## src/rtl/cr_kme_fifo_arb_if.sv

```systemverilog
// cr_kme_fifo_arb_if
// Bundles the upstream FIFO read ports, the downstream FIFO write port and the
// arbitration config/status of cr_kme_fifo_arb.
//   in_data   N_PORTS*DATA_SIZE  per-port head payload, port i at [i*DATA_SIZE +: DATA_SIZE]
//   in_eop    N_PORTS            per-port end-of-packet flag
//   in_valid  N_PORTS            per-port upstream FIFO not empty
//   in_ack    N_PORTS            per-port pop, at most one bit set
//   port_en   N_PORTS            per-port arbitration enable
//   out_stall 1                  downstream full, no beat accepted while high
//   out_data  DATA_SIZE          registered payload
//   out_eop   1                  registered eop
//   out_port  PTR_W              registered source port of the beat
//   out_valid 1                  registered downstream write strobe
//   busy      1                  high while locked mid-packet
// master: the side driving the FIFOs/config (requesters + downstream);
// slave: the arbiter.
interface cr_kme_fifo_arb_if #(
    parameter int unsigned N_PORTS   = 4,
    parameter int unsigned DATA_SIZE = 10,
    parameter int unsigned PTR_W     = (N_PORTS > 1) ? $clog2(N_PORTS) : 1
);
    logic [N_PORTS*DATA_SIZE-1:0] in_data;
    logic [N_PORTS-1:0]           in_eop;
    logic [N_PORTS-1:0]           in_valid;
    logic [N_PORTS-1:0]           in_ack;
    logic [N_PORTS-1:0]           port_en;
    logic                         out_stall;
    logic [DATA_SIZE-1:0]         out_data;
    logic                         out_eop;
    logic [PTR_W-1:0]             out_port;
    logic                         out_valid;
    logic                         busy;

    modport master (
        output in_data, in_eop, in_valid, port_en, out_stall,
        input  in_ack, out_data, out_eop, out_port, out_valid, busy
    );

    modport slave (
        input  in_data, in_eop, in_valid, port_en, out_stall,
        output in_ack, out_data, out_eop, out_port, out_valid, busy
    );
endinterface

```

## src/rtl/cr_kme_fifo_arb.sv

```systemverilog
// cr_kme_fifo_arb
// Packet-aware round-robin arbiter: drains N_PORTS upstream FIFO read ports
// (valid/ack) into one downstream FIFO write port (valid/stall). Whole packets,
// delimited by eop, are kept contiguous downstream.
//   clk     clock
//   rst     synchronous active-high reset
//   arb_bus cr_kme_fifo_arb_if.slave: in_data/in_eop/in_valid/port_en/out_stall in,
//           in_ack (combinational) and out_data/out_eop/out_port/out_valid/busy out
module cr_kme_fifo_arb #(
    parameter int unsigned N_PORTS   = 4,
    parameter int unsigned DATA_SIZE = 10
) (
    input  logic             clk,
    input  logic             rst,
    cr_kme_fifo_arb_if.slave arb_bus
);
    localparam int unsigned PTR_W = (N_PORTS > 1) ? $clog2(N_PORTS) : 1;

    typedef enum logic {StIdle, StLocked} state_e;

    state_e               r_state, w_state_d;
    logic [PTR_W-1:0]     r_rr_ptr, w_rr_ptr_d;
    logic [PTR_W-1:0]     r_lock_port, w_lock_port_d;

    logic                 r_out_valid;
    logic [DATA_SIZE-1:0] r_out_data;
    logic                 r_out_eop;
    logic [PTR_W-1:0]     r_out_port;

    logic [DATA_SIZE-1:0] w_port_data [N_PORTS];
    logic                 w_grant;
    logic [PTR_W-1:0]     w_grant_idx;
    logic [PTR_W-1:0]     w_cand;
    logic [PTR_W-1:0]     w_grant_next;
    logic [DATA_SIZE-1:0] w_grant_data;
    logic                 w_grant_eop;
    logic [N_PORTS-1:0]   w_ack;

    always_comb begin
        for (int unsigned i = 0; i < N_PORTS; i++) begin
            w_port_data[i] = arb_bus.in_data[i*DATA_SIZE +: DATA_SIZE];
        end
    end

    // Grant selection. Stall is sampled in the same cycle as the decision, so
    // at most one beat can still land after out_stall rises.
    always_comb begin
        w_grant     = 1'b0;
        w_grant_idx = '0;
        w_cand      = '0;
        if (!rst && !arb_bus.out_stall) begin
            if (r_state == StLocked) begin
                // port_en is ignored here so a started packet always completes
                w_grant     = arb_bus.in_valid[r_lock_port];
                w_grant_idx = r_lock_port;
            end else begin
                for (int unsigned k = 0; k < N_PORTS; k++) begin
                    w_cand = PTR_W'((32'(r_rr_ptr) + k) % N_PORTS);
                    if (!w_grant && arb_bus.in_valid[w_cand] && arb_bus.port_en[w_cand]) begin
                        w_grant     = 1'b1;
                        w_grant_idx = w_cand;
                    end
                end
            end
        end
    end

    always_comb begin
        w_grant_data = w_port_data[w_grant_idx];
        w_grant_eop  = arb_bus.in_eop[w_grant_idx];
        w_grant_next = (w_grant_idx == PTR_W'(N_PORTS - 1)) ? '0 : w_grant_idx + 1'b1;
        w_ack        = '0;
        if (w_grant) begin
            w_ack[w_grant_idx] = 1'b1;
        end
    end

    // Next-state: an eop beat always returns to idle and advances the pointer
    // past the granted port; a non-eop beat locks onto it.
    always_comb begin
        w_state_d     = r_state;
        w_rr_ptr_d    = r_rr_ptr;
        w_lock_port_d = r_lock_port;
        if (w_grant) begin
            if (w_grant_eop) begin
                w_state_d  = StIdle;
                w_rr_ptr_d = w_grant_next;
            end else begin
                w_state_d     = StLocked;
                w_lock_port_d = w_grant_idx;
            end
        end
    end

    always_ff @(posedge clk) begin
        if (rst) begin
            r_state     <= StIdle;
            r_rr_ptr    <= '0;
            r_lock_port <= '0;
        end else begin
            r_state     <= w_state_d;
            r_rr_ptr    <= w_rr_ptr_d;
            r_lock_port <= w_lock_port_d;
        end
    end

    // Output stage: payload registers hold their value when nothing is granted.
    always_ff @(posedge clk) begin
        if (rst) begin
            r_out_valid <= 1'b0;
            r_out_data  <= '0;
            r_out_eop   <= 1'b0;
            r_out_port  <= '0;
        end else begin
            r_out_valid <= w_grant;
            if (w_grant) begin
                r_out_data <= w_grant_data;
                r_out_eop  <= w_grant_eop;
                r_out_port <= w_grant_idx;
            end
        end
    end

    assign arb_bus.in_ack    = w_ack;
    assign arb_bus.out_valid = r_out_valid;
    assign arb_bus.out_data  = r_out_data;
    assign arb_bus.out_eop   = r_out_eop;
    assign arb_bus.out_port  = r_out_port;
    assign arb_bus.busy      = (r_state == StLocked);
endmodule

```

## src/flat_wrapper.sv

```systemverilog
// flat-port wrapper written by rule: the top's interface ports become plain ports
module cr_kme_fifo_arb_flat 
#(
    parameter int unsigned N_PORTS   = 4,
    parameter int unsigned DATA_SIZE = 10
)
  (clk, rst, arb_bus_in_data, arb_bus_in_eop, arb_bus_in_valid, arb_bus_port_en, arb_bus_out_stall, arb_bus_in_ack, arb_bus_out_data, arb_bus_out_eop, arb_bus_out_port, arb_bus_out_valid, arb_bus_busy);
  cr_kme_fifo_arb_if #(.N_PORTS(N_PORTS), .DATA_SIZE(DATA_SIZE)) arb_bus_i ();
  input  logic clk;
  input  logic rst;
  input wire logic [$bits(arb_bus_i.in_data)-1:0] arb_bus_in_data;
  input wire logic [$bits(arb_bus_i.in_eop)-1:0] arb_bus_in_eop;
  input wire logic [$bits(arb_bus_i.in_valid)-1:0] arb_bus_in_valid;
  input wire logic [$bits(arb_bus_i.port_en)-1:0] arb_bus_port_en;
  input wire logic [$bits(arb_bus_i.out_stall)-1:0] arb_bus_out_stall;
  output wire logic [$bits(arb_bus_i.in_ack)-1:0] arb_bus_in_ack;
  output wire logic [$bits(arb_bus_i.out_data)-1:0] arb_bus_out_data;
  output wire logic [$bits(arb_bus_i.out_eop)-1:0] arb_bus_out_eop;
  output wire logic [$bits(arb_bus_i.out_port)-1:0] arb_bus_out_port;
  output wire logic [$bits(arb_bus_i.out_valid)-1:0] arb_bus_out_valid;
  output wire logic [$bits(arb_bus_i.busy)-1:0] arb_bus_busy;
  assign arb_bus_i.in_data = arb_bus_in_data;
  assign arb_bus_i.in_eop = arb_bus_in_eop;
  assign arb_bus_i.in_valid = arb_bus_in_valid;
  assign arb_bus_i.port_en = arb_bus_port_en;
  assign arb_bus_i.out_stall = arb_bus_out_stall;
  assign arb_bus_in_ack = arb_bus_i.in_ack;
  assign arb_bus_out_data = arb_bus_i.out_data;
  assign arb_bus_out_eop = arb_bus_i.out_eop;
  assign arb_bus_out_port = arb_bus_i.out_port;
  assign arb_bus_out_valid = arb_bus_i.out_valid;
  assign arb_bus_busy = arb_bus_i.busy;
  cr_kme_fifo_arb #(.N_PORTS(N_PORTS), .DATA_SIZE(DATA_SIZE)) u_core (.clk(clk), .rst(rst), .arb_bus(arb_bus_i));
endmodule
```

## config.mk

```make
export PLATFORM = sky130hd
export DESIGN_NAME = cr_kme_fifo_arb_flat
export DESIGN_NICKNAME = d
export VERILOG_FILES = /design/src/rtl/cr_kme_fifo_arb_if.sv /design/src/rtl/cr_kme_fifo_arb.sv /design/src/flat_wrapper.sv
export SDC_FILE = /design/constraint.sdc
export NUM_CORES = 1
export LEC_CHECK = 0
export ABC_AREA = 1
export BUFFER_PORTS_ARGS = -buffer_cell sky130_fd_sc_hd__buf_2
export CAP_MARGIN = 15
export CELL_PAD_IN_SITES_DETAIL_PLACEMENT = 0
export CELL_PAD_IN_SITES_GLOBAL_PLACEMENT = 2
export CORE_ASPECT_RATIO = 1.4
export CORE_MARGIN = 5
export CORE_UTILIZATION = 25
export DETAILED_ROUTE_END_ITERATION = 8
export PLACE_DENSITY = 0.85
export SLEW_MARGIN = 0
export SYNTH_ARGS = -nofsm -noshare
export SYNTH_HDL_FRONTEND = slang
export SYNTH_SLANG_ARGS = --single-unit
```

## constraint.sdc

```tcl
create_clock -name clk -period 5.1 [get_ports clk]
set_input_delay 1.02 -clock clk [delete_from_list [all_inputs] [get_ports clk]]
set_output_delay 1.02 -clock clk [all_outputs]
set_load 0.005 [all_outputs]
```

==> results_dict.tcl <==
set metrics [dict create \
    cpPeakStageDelay_ns 0.37 \
    ys_ff_latch 19 \
    yosysSeqAreaShare_pct 22.9 \
    clk_latency_ns 0.26 \
    period_share_pct 78.6 \
    postCtsResizedCells 0 \
    yosys_warnings 0 \
    max_freq_ghz 0.249 \
    cts_tree "done" \
    cp_max_fo 18 \
    io_buffers 73 \
    hold_path_class "reg -> reg" \
    fin_ws_ns 1.09 \
    netlist_area_mm2 0.00166 \
    place_congestion 0.888 \
    synth_top_area_share_pct 22.9 \
    die_y_um 107 \
    grt_pass1_wl_um 8030 \
    grt_setup_unrepaired "false" \
    synth_top_cell_by_area "dfxtp_1" \
    path_class "in -> out" \
    syn_avg_cell_area_um2 6.16 \
    start_util_pct 25.5 \
    fp.dieW_um 78.9 \
    diodes 0 \
    dr.pass1.iters 4 \
    r2r-start "u_core.r_rr_ptr[0]" \
    drive_gt1_share_pct 29.3 \
    dp_hpwl_um 3950 \
    regToRegSetupSlack_ns 2.37 \
    peakVddDrop_mv 0.0769 \
    worst_ep_required_time_ns 4.08 \
    cts_buffer_depth 2 \
    first_global_vias 1789 \
    p_leak_uw 0.00126 \
    vias_per_cell 4.44 \
    post_cts_buffers 0 \
    tns_ns 0 \
    crit_chain "buf_2 > nand2_1 > nand2_1 > nand3_1 > nand2_2 > nor2_8 > nand2_1 > nand2_1 > nand2_1 > nand2_1 > nand3_2 > inv_2 > ha_1 > inv_1 > nor2_1 > buf_2" \
    hp-start "u_core.arb_bus.out_eop" \
    worst-slew-pin-transition_ns 0.538 \
    final_core_util_pct 32.0 \
    row_count 35 \
    finalHoldViolCount 0 \
    pre_cts_slack_ns 1.06 \
    ys.flop_type "dfxtp_1" \
    synthArstFlopShare_pct 0 \
    wirelength_um 4890 \
    htree_levels 1 \
    post-route-drc-count 0 \
    grt_max_degree 48 \
    overflow 0 \
    dieArea_mm2 0.00841 \
    hold_end "u_core.arb_bus.out_eop" \
    syn_nets 329 \
    max-slew-margin-rel_pct 63.9 \
    ios 74 \
    drt_iter0_drc 61 \
    clk_pin_slew_ns 0.08 \
    antenna_found_initial 0 \
    cap_viol_max_count 0 \
    area_delta_synth_final_pct 25.5 \
    cts_hold_buf 0 \
    power.density_mw_per_mm2 239 \
    timing.rr.end "u_core.r_rr_ptr[1]" \
    synthTopCellsByCount "nand2_1 (83), inv_1 (51), nand3_1 (30), dfxtp_1 (19), nor2_1 (13)" \
    finalMaxSlewViolations 0 \
    cp_common_cell "nand2_1" \
    cts_num_sinks 19 \
    vias 1828 \
    cp.arrival_ns 2.99 \
    netlist_instances 270 \
    ys_top_cells_by_area "dfxtp_1 (23%), nand2_1 (19%), inv_1 (12%), nand3_1 (9.0%), o211ai_1 (5.4%)" \
    cp-end-kind "output port" \
    layout_min_cycle_time_ns 4.01 \
    outcome "complete, no violations" \
    yosysUniqueCellTypes 27 \
    wl_per_cell_um 11.9 \
    fin_nets 398 \
    fp.coreArea_mm2 0.00653 \
    numCtsBuffers 3 \
    synth_edf_count 0 \
    rr_worst_depth 17 \
    finClkSkew_ns 0.00284 \
    grt_use_total_pct 11.8 \
    slowest_stage "nand3_2" \
    ant_nets 0 \
    clockRootBuffer "clkbuf_8" \
    finalSetupViolations 0 \
    yosysMostFrequentCell "nand2_1" \
    cp-start-kind "primary input" \
    hold_depth 2 \
    fill_cells 760 \
]
-- report_power, final --
group | total [uW] | internal [uW] | switching [uW]
Sequential | 179 | 166 | 13.1
Clock | 109 | 54.4 | 54.9
Combinational | 211 | 83.0 | 128
Total | 499 | 303 | 196
-- metal layers --
metal / up-vias / global-route usage [%] / wire (um)
li1: 986 / - / -
met4: 0 / 2.70 / 61
met3: 6 / 2.54 / 389
met1: 772 / 14.1 / 2070
met5: - / 0 / 0
met2: 64 / 21.1 / 2370
-- registers in the layout, summed over array words and instances (netlist names) --
signal / count
u_core.arb_bus.out_data: 10
u_core.arb_bus.busy: 1
u_core.arb_bus.out_port: 2
u_core.arb_bus.out_eop: 1
u_core.r_rr_ptr: 2
u_core.arb_bus.out_valid: 1
u_core.r_lock_port: 2
-- metrics by stage --
stage / cells / hold WS (ns) / power, uW / instance area (um^2)
2_1_floorplan: 270 / 0.487 / 338 / 1660
3_3_place_gp: 408 / 0.491 / 396 / 2040
3_5_place_dp: 408 / 0.494 / 397 / 2040
4_1_cts: 412 / 0.519 / 508 / 2090
5_1_grt: 412 / 0.588 / 545 / 2090
6_report: 412 / 0.506 / 499 / 2090
-- cells by family (layout without fill, tap and decap cells) --
logic type / count (synthesis) / in the layout / synth area share, %
adders and majority gates: 4 / 4 / 3.01
AOI/OAI and AO/OA: 42 / 42 / 18.1
DFF: 19 / 19 / 22.9
and+or+nand+nor: 139 / 139 / 38.1
buffers and inverters: 66 / 134 / 17.8
-- how the worst max path moves through the flow --
| stage | startpoint | endpoint | slack [ns] | cells after the start |
|---|---|---|---|---|
| 2_1_floorplan | arb_bus_port_en[1] | arb_bus_in_ack[0] | 1.77 | 14 |
| 3_3_place_gp | arb_bus_in_valid[0] | arb_bus_in_ack[2] | 1.09 | 16 |
| 3_5_place_dp | arb_bus_in_valid[1] | arb_bus_in_ack[3] | 1.06 | 16 |
| 4_1_cts | arb_bus_in_valid[1] | arb_bus_in_ack[3] | 1.05 | 16 |
| 5_1_grt | arb_bus_in_valid[1] | arb_bus_in_ack[3] | 0.86 | 16 |
| 6_report | arb_bus_in_valid[1] | arb_bus_in_ack[3] | 1.09 | 16 |
-- final cells by class --
class                   instances  area (um^2)  share of cell area (%)
well taps                      74         92.6                    4.44
clock buffers                   3         41.3                    1.98
repair buffers                 73          365                    17.5
clock inverters                 1         5.00                   0.240
multi-input cells             185          986                    47.2
inverters                      57          216                    10.4
flip-flops and latches         19          380                    18.2
-- layout by cell type, fill, tap and decap left out, drive strengths merged, types with 2 or more instances in the layout --
cell type  netlist  routed
inv             56      56
o21a             8       8
ha               4       4
clkbuf           1       3
nand2           89      89
buf              8      73
o211ai          16      16
dfxtp           19      19
o21ai            8       8
nand3           35      35
clkinv           1       2
nor2            14      14
a21oi            8       8
-- critical path: cells and delay by family --
family | cells | cell delay [ns]
AND/OR/NAND/NOR | 11 | 1.20
buffers and inverters | 4 | 0.58
adder cells (fa/ha/maj) | 1 | 0.18
Power figures use the tool's default switching activity.
